`config.mk`:
```
export PLATFORM = sky130hd
export DESIGN_NAME = rf_bypass_sb
export DESIGN_NICKNAME = d
export VERILOG_FILES = /design/src/rtl/rf_pkg.sv /design/src/rtl/rf_scoreboard.sv /design/src/rtl/rf_bypass_sb.sv
export SDC_FILE = /design/constraint.sdc
export NUM_CORES = 1
export LEC_CHECK = 0
export BUFFER_PORTS_ARGS = -buffer_cell sky130_fd_sc_hd__buf_2
export CORE_AREA = 5 5 172 216
export CTS_BUF_LIST = sky130_fd_sc_hd__clkbuf_16
export CTS_CLUSTER_SIZE = 24
export DETAILED_ROUTE_END_ITERATION = 6
export DIE_AREA = 0 0 177 221
export GPL_ROUTABILITY_DRIVEN = 0
export MAX_ROUTING_LAYER = met4
export PLACE_DENSITY_LB_ADDON = 0.05
export SETUP_SLACK_MARGIN = 0.2
export SLEW_MARGIN = 20
export SYNTH_ARGS = -nofsm -noshare
export SYNTH_HDL_FRONTEND = slang
export SYNTH_SLANG_ARGS = --single-unit
```
`constraint.sdc`:
```
create_clock -name clk -period 2.9 [get_ports clk]
set_clock_uncertainty 0.15 [all_clocks]
set_input_delay 0.29 -clock clk [delete_from_list [all_inputs] [get_ports clk]]
set_output_delay 0.29 -clock clk [all_outputs]
set_load 0.02 [all_outputs]
```
`src/rtl/rf_pkg.sv`:
```
// Shared defaults and packed-field helpers for the bypassing register file.
package rf_pkg;

  localparam int unsigned DATA_W_DEF = 16;
  localparam int unsigned ADDR_W_DEF = 4;

  // Low bit index of field idx inside a packed vector of w-bit fields.
  function automatic int unsigned fld_lo(input int unsigned idx, input int unsigned w);
    return idx * w;
  endfunction

endpackage

```
`src/rtl/rf_scoreboard.sv`:
```
// Per-register pending-writeback bits, a registered pending counter and
// per-read-port RAW busy flags for the decode stage.
module rf_scoreboard
  import rf_pkg::*;
#(
  parameter int unsigned ADDR_W   = ADDR_W_DEF,
  parameter int unsigned NUM_RD   = 2,
  parameter int unsigned ZERO_REG = 1
) (
  input  logic                     clk,
  input  logic                     rst_n,
  input  logic [NUM_RD*ADDR_W-1:0] rd_addr,
  input  logic                     wr_en,
  input  logic [ADDR_W-1:0]        wr_addr,
  input  logic                     resv_en,
  input  logic [ADDR_W-1:0]        resv_addr,
  output logic [NUM_RD-1:0]        rd_busy,
  output logic [ADDR_W:0]          pend_cnt
);

  localparam int unsigned     DEPTH   = 1 << ADDR_W;
  localparam logic [ADDR_W:0] CNT_ONE = (ADDR_W + 1)'(1);

  logic [DEPTH-1:0] pend_q, pend_d;
  logic [ADDR_W:0]  cnt_q, cnt_d;
  logic             resv_ok, set_new, clr_old;

  // A reservation wins over a same-cycle writeback to the same register.
  always_comb begin
    resv_ok = resv_en && !((ZERO_REG != 0) && (resv_addr == '0));
    set_new = resv_ok && !pend_q[resv_addr];
    clr_old = wr_en && pend_q[wr_addr] && !(resv_ok && (resv_addr == wr_addr));
    pend_d  = pend_q;
    if (wr_en)   pend_d[wr_addr]   = 1'b0;
    if (resv_ok) pend_d[resv_addr] = 1'b1;
    cnt_d = cnt_q;
    if (set_new && !clr_old)      cnt_d = cnt_q + CNT_ONE;
    else if (clr_old && !set_new) cnt_d = cnt_q - CNT_ONE;
  end

  always_ff @(posedge clk or negedge rst_n) begin
    if (!rst_n) begin
      pend_q <= '0;
      cnt_q  <= '0;
    end else begin
      pend_q <= pend_d;
      cnt_q  <= cnt_d;
    end
  end

  assign pend_cnt = cnt_q;

  // A writeback landing this cycle satisfies the hazard.
  for (genvar i = 0; i < NUM_RD; i++) begin : g_busy
    logic [ADDR_W-1:0] a;
    assign a          = rd_addr[fld_lo(i, ADDR_W) +: ADDR_W];
    assign rd_busy[i] = pend_q[a] && !(wr_en && (wr_addr == a));
  end

endmodule

```
`src/rtl/rf_bypass_sb.sv`:
```
// Multi-read-port register file with write-to-read bypass and a writeback
// scoreboard for RAW hazard detection.
module rf_bypass_sb
  import rf_pkg::*;
#(
  parameter int unsigned DATA_W   = DATA_W_DEF,
  parameter int unsigned ADDR_W   = ADDR_W_DEF,
  parameter int unsigned NUM_RD   = 2,
  parameter int unsigned ZERO_REG = 1
) (
  input  logic                     clk,
  input  logic                     rst_n,
  input  logic [NUM_RD*ADDR_W-1:0] rd_addr,
  input  logic [NUM_RD-1:0]        rd_en,
  output logic [NUM_RD*DATA_W-1:0] rd_data,
  output logic [NUM_RD-1:0]        rd_busy,
  input  logic                     wr_en,
  input  logic [ADDR_W-1:0]        wr_addr,
  input  logic [DATA_W-1:0]        wr_data,
  input  logic                     resv_en,
  input  logic [ADDR_W-1:0]        resv_addr,
  output logic [ADDR_W:0]          pend_cnt,
  input  logic                     hlt
);

  localparam int unsigned DEPTH = 1 << ADDR_W;

  logic [DATA_W-1:0] mem_q [DEPTH];
  logic              wr_ok;
  logic              unused_hlt;

  // The register dump request is a simulation aid and carries no logic.
  assign unused_hlt = hlt;
  assign wr_ok      = wr_en && !((ZERO_REG != 0) && (wr_addr == '0));

  always_ff @(posedge clk or negedge rst_n) begin
    if (!rst_n) begin
      for (int k = 0; k < int'(DEPTH); k++) mem_q[k] <= '0;
    end else if (wr_ok) begin
      mem_q[wr_addr] <= wr_data;
    end
  end

  for (genvar i = 0; i < NUM_RD; i++) begin : g_rd
    logic [ADDR_W-1:0] addr;
    logic [DATA_W-1:0] rd_d, rd_q;

    assign addr = rd_addr[fld_lo(i, ADDR_W) +: ADDR_W];

    always_comb begin
      rd_d = rd_q;
      if (rd_en[i]) begin
        if ((ZERO_REG != 0) && (addr == '0))   rd_d = '0;
        else if (wr_en && (wr_addr == addr))   rd_d = wr_data;
        else                                   rd_d = mem_q[addr];
      end
    end

    always_ff @(posedge clk or negedge rst_n) begin
      if (!rst_n) rd_q <= '0;
      else        rd_q <= rd_d;
    end

    assign rd_data[fld_lo(i, DATA_W) +: DATA_W] = rd_q;
  end

  rf_scoreboard #(
    .ADDR_W   (ADDR_W),
    .NUM_RD   (NUM_RD),
    .ZERO_REG (ZERO_REG)
  ) u_sb (
    .clk       (clk),
    .rst_n     (rst_n),
    .rd_addr   (rd_addr),
    .wr_en     (wr_en),
    .wr_addr   (wr_addr),
    .resv_en   (resv_en),
    .resv_addr (resv_addr),
    .rd_busy   (rd_busy),
    .pend_cnt  (pend_cnt)
  );

endmodule

```
### Yosys cells after proc, flatten, opt, wreduce, memory -nomap -nowiden

Index checks and enable logic that the tools add are counted.
Widths: inputs -> output; s select.

| word-level totals | value |
|---|---|
| logic and storage cells | 98 |
| register bits after elaboration | 309 |
| output and inout port bits | 39 |

| operators by class | value |
|---|---|
| order comparisons | 10 |
| mux-type cells | 29 |
| equality and inequality tests | 3 |
| reduce and logical (&&, ||, !) cells | 28 |
| bitwise operators | 6 |
| add/subtract/negate cells | 2 |

Operators by type and width:

| cell | count |
|---|---|
| $bwmux 256 | 1 |
| $mux 16 | 11 |
| $bmux 16 s4 | 2 |
| $demux 16 s4 | 1 |
| $lt 4x5->1 const B | 4 |
| $and 16x16->16 | 1 |
| $bmux 1 s4 | 4 |
| $logic_not 4->1 | 4 |
| $not 16->16 | 1 |
| $or 16x16->16 | 1 |
| $ge 5x5->1 const B | 3 |
| $logic_and 1x1->1 | 15 |
| $not 4->5 | 3 |
| $eq 4x4->1 | 3 |
| $mux 5 | 2 |
| $demux 1 s4 | 2 |
| $ge 4x1->1 const B | 2 |
| $logic_not 1->1 | 8 |
| $mux 1 | 6 |
| $add 5x1->5 const B | 1 |
| $lt 5x1->1 const B | 1 |
| $sub 5x1->5 const B | 1 |
| $reduce_bool 2->1 | 1 |

### Depth between registers and ports, before layout

Gate-level depths: netlist of the first run.

| depth | value |
|---|---|
| word-level depth | 9 |
| mapped depth | 13 |

### By module

From an unflattened synthesis of the first run, not the netlist that was laid out.

| second synthesis, totals | value |
|---|---|
| cell total of the unflattened synthesis | 1,300 |
| area total of the unflattened synthesis | 16,953.8 µm² |

Modules (own cells, without submodules):

| module | cells each | area an instance (µm²) | times used |
|---|---|---|---|
| rf_bypass_sb | 1,138 | 15,244.6 | 1 |
| rf_scoreboard | 162 | 1,709.1 | 1 |

### Worst setup path before layout of the first run

OpenSTA, ideal clock, no wires.

| path | value |
|---|---|
| path kind | in2reg |
| start point | input resv_addr[0] |
| end point | register u_sb.cnt_q[4] (netlist: u_sb.pend_cnt[4]) |
| stages on the path | 11 |
| arrival | 2.673 ns |
| setup time | 0.080 ns |
| slack | -0.003 ns |
| data required time | 2.670 ns |
| cell sequence | clkbuf_1 mux4_2 and2_0 o21ai_0 ha_1 inv_1 fa_1 a21o_1 a21oi_1 mux2i_1 xnor2_1 |

| on the way | value |
|---|---|
| word-level cells in the longest chain between the ends | 9 |

RTL lines:

| item | line | text |
|---|---|---|
| start, declared | rf_bypass_sb.sv:21 | `input logic [ADDR_W-1:0] resv_addr,` |
| branches (longest 9 deep; another with $bmux 1 s4) | n/a |  |
| end signal, assigned | rf_scoreboard.sv:47 | `cnt_q <= cnt_d;` |
| end, declared | rf_scoreboard.sv:25 | `logic [ADDR_W:0] cnt_q, cnt_d;` |

Several ways; the timed one is not identified. The select of a mux whose other input is x is not followed.
A chain may end at the register's enable or synchronous reset.

### Worst setup path after layout of the first run

| path | value |
|---|---|
| start point | register u_sb.pend_q[15] |
| end point | register u_sb.cnt_q[4] (netlist: u_sb.pend_cnt[4]) |

| on the way | value |
|---|---|
| word-level cells in the longest chain between the ends | 7 |

RTL lines:

| item | line | text |
|---|---|---|
| start, declared | rf_scoreboard.sv:24 | `logic [DEPTH-1:0] pend_q, pend_d;` |
| start signal, assigned | rf_scoreboard.sv:46 | `pend_q <= pend_d;` |
| $bmux 1 s4, on equally long branches | rf_scoreboard.sv:32, rf_scoreboard.sv:31 |  |
| $mux 1, on equally long branches | rf_scoreboard.sv:32, rf_scoreboard.sv:31 |  |
| $logic_and 1x1->1 or $logic_not 1->1 (tied branches) | rf_scoreboard.sv:32, rf_scoreboard.sv:31 |  |
| $logic_and 1x1->1, on equally long branches | rf_scoreboard.sv:32, rf_scoreboard.sv:31 |  |
| $logic_not 1->1, on equally long branches | rf_scoreboard.sv:37, rf_scoreboard.sv:38 |  |
| $logic_and 1x1->1, on equally long branches | rf_scoreboard.sv:37, rf_scoreboard.sv:38 |  |
| $mux 5 or $reduce_bool 2->1 (tied branches) | n/a |  |

Parallel ways exist; a longest one is shown, timed or not. The select of a mux whose other input is x is not followed.

==> summary.md, run 1 <==
| Metric | Value |
|---|---|
| Clk sinks | ~310 |
| Initial Utilization | 0.494 |
| Critical Path RT | about 3200 ps |
| Final setup fails | 0 |
| Vias in the first global route | 12.9k |
| Final ANT Viol Nets | 0 |
| Count leader, synth | dfrtp_1 |
| Setup crit start kind | flip-flop |
| FP Rows | 77 |
| Clock Pin Slew Worst Setup and Hold Paths | 60 ps |
| Power share of the combinational group | 0.244 |
| Cts bufs inserted | 35 |
| Kind of critical path | reg2reg |
| DP Wirelength | around 37000 um |
| Outcome | finished clean |
| Initial antenna violation count | 3 |
| Ys async rst share | 1.00 |
| DRC viols | 0 |
| Largest area contributor in the netlist | dfrtp_1 |
| Worst r2r path cells | 11 |
| Placed instance count | 1879 |
| Max-slew violations | 0 |
| Final period util | 0.946 |
| Max Cap Viol | 0 |
| Internal | roughly 9.4 mW |
| First-pass GRT wire length | around 84000 um |
| Non-filler cells in the finished layout | about 2k |
| Slowest CP cell | mux4_2 |
| Pwr dens | just under 700 nW/um^2 |
| Die footprint | just under 40000 um^2 |
| Length of the first detailed-routing pass in iterations | 5 |
| Avg Vias per Cell | 6.31 |
| Min-Delay Path Class | in2reg |
| Post-synth EDFFs | 0 |
| Seq/Total Area, Yosys | 0.449 |
| Leakage power | between 8 and 9 nW |
| NetSw | approximately 4.1 mW |
| Synth Register Bits | 309 |
| Max IR drop VDD | approximately 0.00038 V |
| Fillers | between 3k and 4k |
| Port bufs | 76 |
| H-tree depth | 2 |
| CTS Buffer Depth | 3 |
| RSZ-0062 raised after global routing | true |
| Routed Wire Length | ~56000 um |
| Layout cells sized above 1 | 0.287 |
| Net Sw Frac | 0.303 |
| DR WL/cell | 28.8 um |
| Multi-input gate area | approximately 8800 um^2 |
| Most instantiated cells after synthesis | dfrtp_1 (309), mux2i_1 (198), mux2_2 (135) |
| Cell Chain, Critical Path | mux4_2, mux2i_1, mux2i_1, o211ai_1, ha_2, inv_2, fa_2, a21o_1, a21oi_2, mux2i_1, xnor2_1 |
| Slew HR | 0.537 |
| Register area | between 7000 and 8000 um^2 |
| Final hold vios | 0 |
| Largest net degree at the start of global routing | between 70 and 80 |
| Area Growth Syn to Fin | 13.5% |
| Clock Tree Root | clkbuf_16 |
| RR Endpoint | u_sb.pend_cnt[4] |
| Clk pwr share | 0.313 |
| Dominant cells by area after synthesis | dfrtp_1 (45%), mux2i_1 (12%), mux2_2 (8.8%), mux2_1 (7.0%), mux4_2 (6.1%) |
| Die Y | between 200 and 250 um |
| Grt total ovfl | 0 |
| Most frequent CP cell | mux2i_1 |
| Chip width | 177 um |
| Placeable core area | around 35000 um^2 |
| Gate count of the mapped netlist | around 1.4k |
| Worst Max-Slew Pin Slew | around 690 ps |
| Reg2reg start | u_sb.pend_q[15] |
| Syn. warnings | 0 |
| Syn_area_per_cell | between 10 and 15 um^2 |
| Mapped Nets | roughly 1.4k |
| Worst skew pair latency | ~540 ps |
| CTS tree | done |
| Min-Delay Path Depth | 3 |
| Hold path startpoint | resv_addr[3] |
| Slowest Stage Delay on Critical Path | between 400 and 500 ps |
| Peak Freq | 365 MHz |
| Flop pwr share | 0.443 |
| I/O pins | about 80 |
| R2r setup slk | 160 ps |
| Initial drt markers | about 1.1k |
| Final Core Density | 0.561 |
| Predominant post-synthesis flop cell | dfrtp_1 |
| Yosys top cell area share | 0.449 |
| Smallest hold slack | between 40 and 50 ps |
| Tmin final | 2740 ps |
| Post-synthesis cell type count | 52 |
| Worst Path Buf+Inv | 1 |
| GRT Resource Usage Total | 0.296 |
| Worst EP arrival | around 3000 ps |
| End of the worst hold path | u_sb.pend_q[15] |
| Final net count | between 1k and 1.5k |
| CP delay by family, top | multiplexers |
| Worst setup EP type | flip-flop |
| Via count | 12.3k |
| CP Max Fanout | 4 |
| Mapped cell area | around 17000 um^2 |
| Setup_tns | 0 ps |
routing by layer:
layer	part of all wire	global-route usage	vias up
li1	-	-	5318
met1	0.42	0.385	6425
met2	0.49	0.476	419
met3	0.047	0.0360	153
met4	0.042	0.112	0
met5	0	-	-
worst register-to-register path, delay by kind of cell (launching register included):
kind	cells	cell delay (ps)
XOR/XNOR	1	130
multiplexers	4	990
adder cells (fa/ha/maj)	2	540
flip-flops	1	400
AO/OA/AOI/OAI	3	380
buffers and inverters	1	60
cells by family (layout without fill, tap and decap cells):
logic type,count (synthesis),after routing,synth area share
other cells,0,2,0
compound gates,208,208,0.0854
flops,309,309,0.449
fa+ha+maj,5,5,0.00407
mux,487,487,0.335
buf+inv,138,237,0.0432
simple gates,215,215,0.0756
xor+xnor,15,15,0.00806
flip-flops by register name, summed over array words and instances (netlist names):
register / count
g_rd.rd_q: 32
mem_q: 256
u_sb.pend_cnt: 5
u_sb.pend_q: 16
worst max-delay path by stage:
stage,start,endpoint,slack (ps),cells after the start
floorplan,resv_addr[0],u_sb.pend_cnt[4],210,11
global placement,wr_addr[0],u_sb.pend_cnt[4],-110,12
detailed placement,wr_addr[0],u_sb.pend_cnt[4],-130,12
CTS,u_sb.pend_q[15],u_sb.pend_cnt[4],160,11
global route,u_sb.pend_q[15],u_sb.pend_cnt[4],40,11
finish,u_sb.pend_q[15],u_sb.pend_cnt[4],160,11
power groups by stage:
stage / registers [mW] / clock network (mW) / logic, mW
floorplan: 6.00 / 0 / 2.21
global placement: 6.02 / 0 / 3.22
detailed placement: 6.08 / 0 / 3.26
CTS: 6.00 / 4.34 / 3.31
global route: 6.14 / 4.50 / 3.59
finish: 6.00 / 4.25 / 3.30
cells in the final DEF, fill, tap and decap left out, types with 11 or more instances in the layout:
| cell | instances |
|---|---|
| buf_2 | 71 |
| dfrtp_1 | 309 |
| nor2_1 | 36 |
| buf_12 | 18 |
| o21ai_0 | 35 |
| and2b_1 | 18 |
| nand2_1 | 19 |
| mux4_2 | 47 |
| mux2i_1 | 198 |
| clkbuf_16 | 36 |
| o22ai_1 | 57 |
| a31oi_1 | 32 |
| nor2b_1 | 36 |
| or4_1 | 25 |
| o32a_1 | 32 |
| or3_1 | 11 |
| inv_1 | 15 |
| buf_4 | 78 |
| mux2_1 | 107 |
| o21bai_1 | 25 |
| and2_1 | 25 |
| mux2_2 | 135 |
layout make-up:
class,instances,area share
Inverter,4,0.000768
Tap cell,474,0.0303
Antenna cell,2,0.000256
Clock buffer,36,0.0461
Multi-Input combinational cell,930,0.449
Sequential cell,309,0.395
Timing Repair Buffer,171,0.0689
Clock inverter,26,0.00889
stage by stage:
step                worst slack (ps)  total power, mW  instance area, um^2
floorplan                        215             8.21                17200
global placement                -109             9.24                18400
detailed placement              -133             9.34                18400
CTS                              160             13.6                19500
global route                    36.8             14.2                19600
finish                           157             13.6                19600
repair_timing:
item,4_1_cts,5_1_grt
endpoints found under the setup margin,2,3
gates resized for setup,1,2
buffers inserted,6,0
hold buffers,3,0
pin swaps,3,1
endpoints found under the hold margin,74,0
No activity file was read; power rests on OpenSTA's default activity.
==> run 2: changes to the inputs <==
- CELL_PAD_IN_SITES_DETAIL_PLACEMENT: not set -> 2
- CELL_PAD_IN_SITES_GLOBAL_PLACEMENT: not set -> 2
- CORE_AREA: 5 5 172 216 -> 5 5 183 230
- DIE_AREA: 0 0 177 221 -> 0 0 188 235
- SLEW_MARGIN: 20 -> not set
==> summary.md, run 2 (synthesized netlist as in run 1, its figures left out) <==
| Metric | Value |
|---|---|
| Final ANT Viol Nets | 0 (unchanged) |
| DRC viols | 0 (unchanged) |
| Initial antenna violation count | 4 (was 3) |
| Area Growth Syn to Fin | 14.6% (was 13.5%) |
| Slew HR | 0.391 (was 0.537) |
| Max Cap Viol | 0 (unchanged) |
| Final setup fails | 0 (unchanged) |
| Die footprint | 44200 um^2 (was 39100 um^2) |
| Cts bufs inserted | 37 (was 35) |
| CP Max Fanout | 5 (was 4) |
| Clock Tree Root | clkbuf_16 (unchanged) |
| Largest net degree at the start of global routing | 74 (was 79) |
| Placed instance count | 1922 (was 1879) |
| RSZ-0062 raised after global routing | true (unchanged) |
| Length of the first detailed-routing pass in iterations | 4 (was 5) |
| Peak Freq | 347 MHz (was 365 MHz) |
| Min-Delay Path Class | in2reg (unchanged) |
| Smallest hold slack | 32.8 ps (was 44.5 ps) |
| Max IR drop VDD | 0.000505 V (was 0.000383 V) |
| CTS Buffer Depth | 3 (unchanged) |
| Kind of critical path | reg2reg (unchanged) |
| Min-Delay Path Depth | 2 (was 3) |
| Fillers | 3865 (was 3024) |
| Final hold vios | 0 (unchanged) |
| Chip width | 188 um (was 177 um) |
| Pwr dens | 707 nW/um^2 (was 693 nW/um^2) |
| GRT Resource Usage Total | 0.303 (was 0.296) |
| Setup_tns | 0 ps (unchanged) |
| Port bufs | 76 (unchanged) |
| Grt total ovfl | 0 (unchanged) |
| Worst skew pair latency | 550 ps (was 540 ps) |
| Register area | 7730 um^2 (unchanged) |
| Grt met1 use | 0.356 (was 0.385) |
| Worst setup EP type | flip-flop (unchanged) |
| Critical Path RT | 3210 ps (was 3190 ps) |
| Clk sinks | 309 (unchanged) |
| DR WL/cell | 32.8 um (was 28.8 um) |
| I/O pins | 78 (unchanged) |
| Hold path startpoint | resv_addr[3] (unchanged) |
| GR Layer Usage met2 | 0.538 (was 0.476) |
| GR met3 Demand/Resource | 0.0411 (was 0.0360) |
| Most flop-heavy register | mem_q (unchanged) |
| Non-filler cells in the finished layout | 2001 (was 1952) |
| Worst Max-Slew Pin Slew | 911 ps (was 690 ps) |
| Reg2reg start | u_sb.pend_q[11] (was u_sb.pend_q[15]) |
| DP Wirelength | 43500 um (was 36800 um) |
| Most common cell after layout, fill and taps aside | dfrtp_1 (unchanged) |
| End of the worst hold path | u_sb.pend_q[2] (was u_sb.pend_q[15]) |
| H-tree depth | 2 (unchanged) |
| Via count | 12.5k (was 12.3k) |
| Leakage power | 8.93 nW (was 8.87 nW) |
| Worst r2r path cells | 11 (unchanged) |
| FP Rows | 82 (was 77) |
| Outcome | finished clean (unchanged) |
| Die Y | 235 um (was 221 um) |
| Final period util | 0.994 (was 0.946) |
| Setup crit start kind | flip-flop (unchanged) |
| Biggest regs | mem_q: 256 flops, g_rd.rd_q: 32 flops, u_sb.pend_q: 16 flops (unchanged) |
| Worst EP arrival | 3190 ps (was 3040 ps) |
| Routed Wire Length | 65600 um (was 56200 um) |
| Max FFs per register | 256 (unchanged) |
| Most frequent cells in the layout | dfrtp_1 (309), mux2i_1 (198), mux2_2 (135) (unchanged) |
| Final Core Density | 0.498 (was 0.561) |
| R2r setup slk | 20 ps (was 160 ps) |
| Placeable core area | 39600 um^2 (was 34900 um^2) |
| Multi-input gate area | 8810 um^2 (was 8790 um^2) |
| Initial drt markers | 633 (was 1088) |
| First-pass GRT wire length | 97300 um (was 84000 um) |
| Avg Vias per Cell | 6.26 (was 6.31) |
| Initial Utilization | 0.435 (was 0.494) |
| CTS tree | done (unchanged) |
| Total power | 13.9 mW (was 13.6 mW) |
| Max-slew violations | 0 (unchanged) |
| Global routing's busiest layer | met2 (unchanged) |
| Final net count | 1511 (was 1495) |
| Tmin final | 2880 ps (was 2740 ps) |
| Clock Pin Slew Worst Setup and Hold Paths | 60 ps (about the same) |
| Layout cells sized above 1 | 0.297 (was 0.287) |
| Vias in the first global route | 14.3k (was 12.9k) |
| RR Endpoint | u_sb.pend_cnt[4] (unchanged) |
-- run 2: changes by cell type in the layout (fill, tap and decap cells not counted), sizes merged --
cell,change
diode,+2
buf,+14
clkbuf,+3
clkinv,+7
bufinv,-2
inv,-5
-- run 2: worst max-delay path by stage --
stage | from | to | cells past startpoint
after floorplan | resv_addr[0] | u_sb.pend_cnt[4] | 11
after global placement | wr_addr[0] | u_sb.pend_cnt[4] | 12
after detailed placement | wr_addr[0] | u_sb.pend_cnt[4] | 12
after CTS | u_sb.pend_q[11] | u_sb.pend_cnt[4] | 11
after global routing | u_sb.pend_q[12] | u_sb.pend_cnt[4] | 11
final | u_sb.pend_q[11] | u_sb.pend_cnt[4] | 11
-- run 2: cell type report --
class / instances / share of cell area
Sequential cell: 309 / 0.392
Antenna cell: 4 / 0.000507
Timing Repair Buffer: 185 / 0.0729
Clock inverter: 26 / 0.00609
Clock buffer: 39 / 0.0494
Multi-Input combinational cell: 930 / 0.446
Tap cell: 504 / 0.0320
Inverter: 4 / 0.000888
-- run 2: timing repair --
| item | 4_1_cts | 5_1_grt |
|---|---|---|
| hold endpoints to repair | 66 | 0 |
| hold buffers | 3 | 0 |
| gates resized for setup | 4 | 5 |
| setup buffers | 3 | 4 |
| endpoints found under the setup margin | 3 | 4 |
| gates cloned | 0 | 0 |
| pin swaps | 5 | 7 |
-- run 2: metrics by stage --
| step | worst slack (ps) | cell area [um^2] |
|---|---|---|
| floorplan | 215 | 17200 |
| global placement | -102 | 18500 |
| detailed placement | -213 | 18500 |
| CTS | 14.3 | 19700 |
| global route | -99.4 | 19700 |
| finish | 16.4 | 19700 |
-- run 2: per-layer routing --
metal / wire length, um / up-vias
li1: - / 5341
met5: 0 / -
met1: 26300 / 6778
met3: 2290 / 112
met2: 35100 / 300
met4: 1910 / 0
-- run 2: worst max-delay path, cell delays in order, from the launching register on --
cell	delay (ps)
dfrtp_1	430
mux4_2	490
mux2i_1	150
mux2i_1	100
o211ai_1	130
ha_2	260
inv_4	50
fa_2	360
a21o_1	170
a21oi_2	130
mux2i_1	240
xnor2_1	140
-- run 2: power by group --
group	internal (mW)	switching, mW	leakage, nW
logic	1.81	1.74	4.52
clock network	2.43	1.89	0.570
registers	5.28	0.815	3.84
total	9.51	4.44	8.93
